<file path="config.mk">
export PLATFORM = sky130hd
export DESIGN_NAME = cdc_tx_burst_buffer
export DESIGN_NICKNAME = d
export VERILOG_FILES = /design/src/rtl/cdc_tx_burst_pkg.sv /design/src/rtl/cdc_byte_fifo.sv /design/src/rtl/cdc_tx_burst_buffer.sv
export SDC_FILE = /design/constraint.sdc
export NUM_CORES = 1
export LEC_CHECK = 0
export BUFFER_PORTS_ARGS = -buffer_cell sky130_fd_sc_hd__buf_2
export CORE_UTILIZATION = 25
export CTS_BUF_LIST = sky130_fd_sc_hd__clkbuf_4 sky130_fd_sc_hd__clkbuf_8 sky130_fd_sc_hd__clkbuf_16
export DETAILED_ROUTE_END_ITERATION = 6
export GPL_TIMING_DRIVEN = 0
export PLACE_DENSITY = 0.41
export REMOVE_ABC_BUFFERS = 1
export SETUP_SLACK_MARGIN = 0.5
export SLEW_MARGIN = 20
export SYNTH_ARGS = -nofsm -noshare
export SYNTH_HDL_FRONTEND = slang
export SYNTH_SLANG_ARGS = --single-unit
</file>
<file path="constraint.sdc">
create_clock -name clk -period 8 [get_ports clk]
set_input_delay 0.8 -clock clk [delete_from_list [all_inputs] [get_ports clk]]
set_output_delay 0.8 -clock clk [all_outputs]
set_load 0.02 [all_outputs]
</file>
<file path="src/rtl/cdc_tx_burst_pkg.sv">
`default_nettype none
// ============================================================================
//  Module      : cdc_tx_burst_pkg
//  Description : Shared state encoding and width helpers for the CDC transmit
//                burst buffer and its byte FIFO.
//  Revision    : 1.0 - initial release
// ============================================================================
package cdc_tx_burst_pkg;

    typedef logic [0:0] state_t;

    localparam state_t c_ST_IDLE  = 1'b0;
    localparam state_t c_ST_BURST = 1'b1;

    // Occupancy must be able to represent a completely full FIFO.
    function automatic int level_width(input int depth_log2);
        return depth_log2 + 1;
    endfunction

    // Burst counter must be able to reach BURST_LEN itself.
    function automatic int burst_cnt_width(input int burst_len);
        return (burst_len < 2) ? 1 : $clog2(burst_len + 1);
    endfunction

endpackage
`default_nettype wire

</file>
<file path="src/rtl/cdc_byte_fifo.sv">
`default_nettype none
// ============================================================================
//  Module      : cdc_byte_fifo
//  Description : Byte FIFO with registered occupancy, synchronous clear and a
//                combinational head (out_data = mem[rd_ptr]).
//  Revision    : 1.0 - initial release
// ============================================================================
module cdc_byte_fifo
    import cdc_tx_burst_pkg::*;
#(
    parameter int DEPTH_LOG2 = 6
) (
    input  logic                                clk,
    input  logic                                rst,
    input  logic                                i_clear,
    input  logic                                i_push,
    input  logic [7:0]                          i_data,
    input  logic                                i_pop,
    output logic [7:0]                          o_head,
    output logic [level_width(DEPTH_LOG2)-1:0]  o_level
);

    localparam int c_DEPTH = 2 ** DEPTH_LOG2;
    localparam int c_LW    = level_width(DEPTH_LOG2);

    logic [7:0]            r_mem [c_DEPTH];
    logic [DEPTH_LOG2-1:0] r_wr_ptr;
    logic [DEPTH_LOG2-1:0] r_rd_ptr;
    logic [c_LW-1:0]       r_level;

    // Storage array; left unreset since occupancy alone says what is valid.
    always_ff @(posedge clk) begin
        if (i_push && !i_clear) begin
            r_mem[r_wr_ptr] <= i_data;
        end
    end

    // Pointers wrap naturally; a simultaneous push and pop keeps the level.
    always_ff @(posedge clk or posedge rst) begin
        if (rst) begin
            r_wr_ptr <= '0;
            r_rd_ptr <= '0;
            r_level  <= '0;
        end else if (i_clear) begin
            r_wr_ptr <= '0;
            r_rd_ptr <= '0;
            r_level  <= '0;
        end else begin
            if (i_push) begin
                r_wr_ptr <= r_wr_ptr + DEPTH_LOG2'(1);
            end
            if (i_pop) begin
                r_rd_ptr <= r_rd_ptr + DEPTH_LOG2'(1);
            end
            case ({i_push, i_pop})
                2'b10:   r_level <= r_level + c_LW'(1);
                2'b01:   r_level <= r_level - c_LW'(1);
                default: r_level <= r_level;
            endcase
        end
    end

    assign o_head  = r_mem[r_rd_ptr];
    assign o_level = r_level;

endmodule
`default_nettype wire

</file>
<file path="src/rtl/cdc_tx_burst_buffer.sv">
`default_nettype none
// ============================================================================
//  Module      : cdc_tx_burst_buffer
//  Description : Collects user transmit bytes and hands them to the CDC IN
//                stream in bursts of up to BURST_LEN bytes. A burst starts on
//                a fill threshold, an idle timeout or a flush request; the
//                buffer is discarded while the USB link is down.
//  Revision    : 1.0 - initial release
// ============================================================================
module cdc_tx_burst_buffer
    import cdc_tx_burst_pkg::*;
#(
    parameter int DEPTH_LOG2   = 6,
    parameter int BURST_LEN    = 32,
    parameter int IDLE_TIMEOUT = 60000,
    parameter int TIMER_W      = 16
) (
    input  logic                  clk,
    input  logic                  rst,
    input  logic                  usb_rstn,
    input  logic [7:0]            in_data,
    input  logic                  in_valid,
    output logic                  in_ready,
    input  logic                  flush,
    output logic [7:0]            out_data,
    output logic                  out_valid,
    input  logic                  out_ready,
    output logic [DEPTH_LOG2:0]   level,
    output logic                  busy
);

    localparam int c_LW = level_width(DEPTH_LOG2);
    localparam int c_CW = burst_cnt_width(BURST_LEN);

    localparam logic [c_LW-1:0]    c_FULL_LVL  = c_LW'(2 ** DEPTH_LOG2);
    localparam logic [c_LW-1:0]    c_BURST_LVL = c_LW'(BURST_LEN);
    localparam logic [c_CW-1:0]    c_LAST_CNT  = c_CW'(BURST_LEN - 1);
    localparam logic [TIMER_W-1:0] c_TIMEOUT   = TIMER_W'(IDLE_TIMEOUT);

    state_t             r_state;
    logic [c_CW-1:0]    r_burst_cnt;
    logic               r_flush_pend;
    logic [TIMER_W-1:0] r_timer;

    logic [c_LW-1:0]    w_level;
    logic               w_clear;
    logic               w_push;
    logic               w_pop;
    logic               w_start;
    logic               w_burst_done;

    // Link-down acts as a synchronous clear of the whole buffer.
    assign w_clear   = !usb_rstn;

    // in_ready looks only at the registered level, so a pop never frees a
    // slot for a push in the same cycle.
    assign in_ready  = usb_rstn && (w_level != c_FULL_LVL);
    assign w_push    = in_valid && in_ready;

    // out_valid follows usb_rstn combinationally so it drops in the very
    // cycle the link goes away.
    assign out_valid = usb_rstn && (r_state == c_ST_BURST) && (w_level != '0);
    assign w_pop     = out_valid && out_ready;
    assign busy      = (r_state == c_ST_BURST);
    assign level     = w_level;

    assign w_start = (r_state == c_ST_IDLE) && (w_level != '0) &&
                     ((w_level >= c_BURST_LVL) || (r_timer == c_TIMEOUT) ||
                      r_flush_pend || flush);

    // A burst ends on its BURST_LEN-th pop, or when it runs dry with nothing
    // arriving to extend it.
    assign w_burst_done = (r_state == c_ST_BURST) &&
                          ((w_pop && (r_burst_cnt == c_LAST_CNT)) ||
                           ((w_level == '0) && !w_push));

    cdc_byte_fifo #(
        .DEPTH_LOG2 (DEPTH_LOG2)
    ) u_fifo (
        .clk     (clk),
        .rst     (rst),
        .i_clear (w_clear),
        .i_push  (w_push),
        .i_data  (in_data),
        .i_pop   (w_pop),
        .o_head  (out_data),
        .o_level (w_level)
    );

    // Burst control: state, per-burst pop count and the sticky flush request.
    always_ff @(posedge clk or posedge rst) begin
        if (rst) begin
            r_state      <= c_ST_IDLE;
            r_burst_cnt  <= '0;
            r_flush_pend <= 1'b0;
        end else if (w_clear) begin
            r_state      <= c_ST_IDLE;
            r_burst_cnt  <= '0;
            r_flush_pend <= 1'b0;
        end else begin
            case (r_state)
                c_ST_IDLE: begin
                    if (w_start) begin
                        r_state      <= c_ST_BURST;
                        r_burst_cnt  <= '0;
                        r_flush_pend <= 1'b0;
                    end else if (flush) begin
                        r_flush_pend <= 1'b1;
                    end
                end
                default: begin
                    if (flush) begin
                        r_flush_pend <= 1'b1;
                    end
                    if (w_pop) begin
                        r_burst_cnt <= r_burst_cnt + c_CW'(1);
                    end
                    if (w_burst_done) begin
                        r_state <= c_ST_IDLE;
                    end
                end
            endcase
        end
    end

    // Idle timer: counts quiet cycles while bytes wait in IDLE, saturating at
    // the timeout; zero whenever a burst is running or about to run.
    always_ff @(posedge clk or posedge rst) begin
        if (rst) begin
            r_timer <= '0;
        end else if (w_clear || (r_state == c_ST_BURST) || w_start ||
                     w_push || (w_level == '0)) begin
            r_timer <= '0;
        end else if (r_timer != c_TIMEOUT) begin
            r_timer <= r_timer + TIMER_W'(1);
        end
    end

endmodule
`default_nettype wire
</file>
Word level (Yosys, flattened, before mapping)
Memories as Yosys holds them, arrays and structs flattened.
Cells that the tools add are included.
- bits in registers: 43
- RAM bits: 512
- output and inout port bits: 18
- word-level logic and storage cells: 74
- memories: 1
- memory list (name ; depth ; bits a word ; rd ports ; clocked after Yosys merged registers in ; wr ports ; RTL line ; text):
    u_fifo.r_mem ; 64 ; 8 ; 1 ; 0 ; 1 ; cdc_byte_fifo.sv:26 ; logic [7:0] r_mem [c_DEPTH];
- $add $sub $neg: 6
- order comparisons: 1
- eq/ne operators: 11
- muxes and demuxes: 22
- bitwise operators: 1
- reductions and logical operators: 25
- operator list (kind ; count):
    $mux 6 ; 8
    $mux 16 ; 2
    $add 6x1->6 const B ; 3
    $add 16x1->16 const B ; 1
    $eq 16x16->1 const B ; 1
    $ne 16x16->1 const B ; 1
    $pmux 7 s2 ; 1
    $logic_and 1x1->1 ; 11
    $mux 1 ; 10
    $logic_or 1x1->1 ; 8
    $add 7x1->7 const B ; 1
    $ge 7x6->1 const B ; 1
    $logic_not 7->1 ; 1
    $mux 7 ; 1
    $ne 7x7->1 const B ; 1
    $reduce_bool 7->1 ; 1
    $sub 7x1->7 const B ; 1
    $eq 6x5->1 const B ; 1
    $ne 3x1->1 const B ; 2
    $ne 2x1->1 const B ; 2
    $ne 3x2->1 const B ; 1
    $eq 2x1->1 const B ; 1
    $eq 2x2->1 const B ; 1
    $logic_not 1->1 ; 2
    other kinds (3) ; 3

Longest topological paths before layout
- word-level depth: 10
- depth in mapped cells: 10
- mapped depth without buffers: 9

Cells and area by module
Synthesis repeated with hierarchy kept, for this count alone.
- cell total of the unflattened synthesis: 1200
- area, all modules: 22434.0 µm²
- by module, submodules not included (module ; times used ; cells each ; area an instance (µm²) ; seq. area each (µm²)):
    cdc_byte_fifo ; 1 ; 1054 ; 21079.0 ; 15850.2
    cdc_tx_burst_buffer ; 1 ; 146 ; 1355.0 ; 600.6

Worst setup path after synthesis
Ideal clock, no wire load.
- kind: input to register
- start point: in usb_rstn
- end point: reg u_fifo.r_level[6] (netlist: u_fifo.o_level[6])
- data arrival time: 3.007 ns
- required time: 7.856 ns
- setup slack: 4.849 ns
- cell stages on the path: 10
- buffers on the path: 1
- cell sequence: buf_2 -> and2_1 -> a21boi_2 -> nor2_1 -> fa_1 -> a211oi_1 -> o21bai_1 -> a21oi_1 -> mux2i_1 -> a32oi_1
- word-level cells in the longest chain between the ends: 6
- elaborated cells on any way between the ends: 10
- those cells by class: eq/ne (3); mux (2); reduce/logical (5)
- ends and longest elaborated chain (item ; RTL line ; text):
    start: declaration ; cdc_tx_burst_buffer.sv:20 ; input logic usb_rstn,
    $logic_and 1x1->1 (2 in a row) ; cdc_tx_burst_buffer.sv:62 ; assign out_valid = usb_rstn && (r_state == c_ST_BURST) && (w_level != '0);
    $logic_and 1x1->1 ; cdc_tx_burst_buffer.sv:63 ; assign w_pop = out_valid && out_ready;
    $eq 2x1->1 / $eq 2x2->1 (equally long branches) ; cdc_byte_fifo.sv:55 ; case ({i_push, i_pop})
    $pmux 7 s2 ; cdc_byte_fifo.sv:55 ;
    $mux 7 ; cdc_byte_fifo.sv:44 ; end else if (i_clear) begin
    end signal: assignment ; cdc_byte_fifo.sv:56 ; 2'b10: r_level <= r_level + c_LW'(1);
    end signal: assignment ; cdc_byte_fifo.sv:57 ; 2'b01: r_level <= r_level - c_LW'(1);
    end signal: assignment ; cdc_byte_fifo.sv:58 ; default: r_level <= r_level;
    end: declaration ; cdc_byte_fifo.sv:29 ; logic [c_LW-1:0] r_level;
Parallel ways exist; a longest one is shown, timed or not.
A chain may end at the register's enable or synchronous reset.

Worst setup path after layout
- start point: reg u_fifo.r_rd_ptr[0]
- end point: out out_data[2]
- word-level cells in the longest chain between the ends: 1
- ends and longest elaborated chain (item ; RTL line ; text):
    start: declaration ; cdc_byte_fifo.sv:28 ; logic [DEPTH_LOG2-1:0] r_rd_ptr;
    start signal: assignment ; cdc_byte_fifo.sv:53 ; r_rd_ptr <= r_rd_ptr + DEPTH_LOG2'(1);
    $mem_v2 64x8 ; n/a ;
    end: declaration ; cdc_tx_burst_buffer.sv:25 ; output logic [7:0] out_data,
No other way between the ends.

==> flow_summary.toml <==
[detailed_routing]
drc_errors = 0
wl_per_cell_um = 23.4
drt_iter0_markers = 743
wl_um = 56000
first_pass_iters = 5
num_vias = 10800
viasPerCell = 4.53
drtAntennaViolNets = 0

[place]
place_ws_ns = 3.73
placed_cells = 2280
dpl_cell_area_um2 = 23700
place_hpwl_um = 32500
io_buffers = 31
globalplace.congestion = 0.763

[clocking]
cts.clk_slew.worst_paths_ns = 0.06
numClockSinks = 555
numCtsBuffers = 60
hold_buffers = 0
tritoncts = "built"
root_buffer = "clkbuf_16"
clock_latency_ns = 0.63
clockBufferDepth = 3
htreeDepth = 2
postCtsSetupBuffers = 0
cts_resized = 0

[power_and_ir_drop]
swShare = 0.230
power_density_nw_per_um2 = 256
ir_drop_mv = 0.158
p_clk_frac = 0.424
p_sw_mw = 1.51
power.internal_mw = 5.07
p_leak_nw = 7.79
combPwrFrac = 0.083
power_frac_seq = 0.493

[layout]
seq_area_um2 = 16500
n_antenna_cell = 0
postLayoutCoreUtil = 0.295
fill_cells = 8583
nets = 1212
layout-drive-gt1-share = 0.234
final_common_cell = "edfxtp_1"
final_cell_count_no_fill = 2392
syn_to_final_growth_pct = 16.1
final_cell_mix = "edfxtp_1, mux4_2, nor2_1, clkbuf_16, dfrtp_1"
multiInputGateArea_um2 = 5380
finish.instance_area_um2 = 25700

[synthesis]
synth_top_family_by_area = "multiplexers"
synth-main-ff-cell = "edfxtp_1"
syn_area_um2 = 22200
yosys.area_share.simple = 0.0478
synth-edff-count = 512
synth-compound-area-share = 0.0337
synth_cell_types = 61
synth_adder_area_share = 0.00655
synth_area_per_cell_um2 = 19.4
synthMuxAreaShare = 0.143
synthXorXnorAreaFrac = 0.0114
seq_area_frac_synth = 0.742
synth_seq_cells = 555
synth_cells = 1142
async_flop_share = 0.0775
synth_warnings = 0

[timing]
period_minus_slack_ns = 4.54
slew_headroom = 0.323
skew_ns = 0.0201
worstMarginPinSlew_ns = 1.01
setup_slack_ns = 3.46
hold_viol = 0
finalSetupTns_ns = 0
fin_crit_sh = 0.568
final_max_slew_viol_count = 0
setup_viol = 0
rsz0062_at_grt = "false"
fmax_mhz = 220

[floorplanning]
boundaryPins = 32
dieWidth_um = 300
initial_utilization = 0.254
fp.dieArea_um2 = 89800
core_um2 = 87300
die_h_um = 300
fp-row-count = 108

[critical_path]
cp.required_ns = 7.20
cp_max_fo = 31
rr_startpoint = "u_fifo.o_level[6]$_DFFE_PP0P_"
reg2reg_depth = 4
crit_type = "reg2out"
critPathLaunchType = "flop"
r2r_setup_slack_ns = 4.63
arrival_ns = 3.74
cp-startpoint = "u_fifo.r_rd_ptr[0]$_DFFE_PP0P_"
r2r-end = "u_fifo.r_mem[11][6]$_DFFE_PP_"
crit_path_end_kind = "output port"

[run]
cap_violations = 0

[grt]
gr-usage-all-layers = 0.125
grt_pass1_vias = 11200
grt_pass1_wl_um = 81600
grt_overflow = 0
grt_max_degree = 65
antenna_found_initial = 1

[min_path]
min-delay-path-class = "in2async"

[status]
outcome = "completed"
==> cells in the mapped netlist, drive strengths merged, types with 17 or more instances <==
cell,number,area [µm²]
a21oi,17,88.8
buf,34,216
clkbuf,24,90.1
dfrtp,43,1080
edfxtp,512,15400
mux2i,29,290
mux4,128,2880
nand2,34,128
nand3,22,115
nor2,101,382
o21ai,23,115
o22ai,18,113
xnor2,19,174
==> worst max path at each step <==
stage | to | slack [ns] | cells after the start
2_1_floorplan | out_data[1] | 0.47 | 5
3_3_place_gp | out_data[2] | -3.27 | 6
3_5_place_dp | u_fifo.r_mem[11][5]$_DFFE_PP_ | 3.73 | 5
4_1_cts | out_data[2] | 3.29 | 9
5_1_grt | out_data[2] | 3.13 | 9
6_report | out_data[2] | 3.46 | 9
==> sequential cells by signal (all words and copies together) (netlist names) <==
signal and count:
u_fifo.r_mem 512, r_timer 16, u_fifo.o_level 7, r_burst_cnt 6
u_fifo.r_rd_ptr 6, u_fifo.r_wr_ptr 6, busy 1, r_flush_pend 1
==> critical path: stages (launching register included) <==
cell,delay (ns)
dfrtp_4,0.53
buf_16,0.22
buf_12,0.20
buf_12,0.19
mux4_2,0.34
mux2i_1,0.11
nand2_1,0.18
o221ai_1,0.16
o41ai_1,0.84
buf_2,0.30
==> power by group through the flow <==
stage / Combinational, mW / Clock (mW) / Sequential (mW)
2_1_floorplan: 0.319 / 0 / 3.35
3_3_place_gp: 0.528 / 0 / 3.37
3_5_place_dp: 0.562 / 0 / 3.31
4_1_cts: 0.563 / 2.86 / 3.25
5_1_grt: 0.602 / 2.97 / 3.25
6_report: 0.546 / 2.79 / 3.25
==> layout make-up <==
| type | count | area share |
|---|---|---|
| sequential | 555 | 0.640 |
| multi-input combinational | 522 | 0.209 |
| clock buffer | 82 | 0.0664 |
| tap | 1155 | 0.0562 |
| timing repair buffer | 41 | 0.0169 |
| clock inverter | 30 | 0.0106 |
| inverter | 7 | 0.00102 |
==> metrics by stage <==
step                hold WS (ns)  total power, mW
finish                     0.242             6.58
global route               0.261             6.82
CTS                        0.227             6.67
detailed placement         0.507             3.87
global placement           0.499             3.90
floorplan                  0.465             3.67
==> layer usage <==
layer	up-vias	wire length, µm	GRT usage	share of wire
met5	-	0	0	0
met3	63	1920	0.0183	0.034
met1	5817	26400	0.178	0.47
li1	4757	-	-	-
met4	0	979	0.0301	0.017
met2	203	26700	0.200	0.48
==> cells by family after synthesis <==
kind of cell | Yosys count
compound gates | 108
flops | 555
buf+inv | 65
xor+xnor | 28
simple gates | 218
mux | 157
fa+ha+maj | 11
Power figures use the tool's default switching activity.
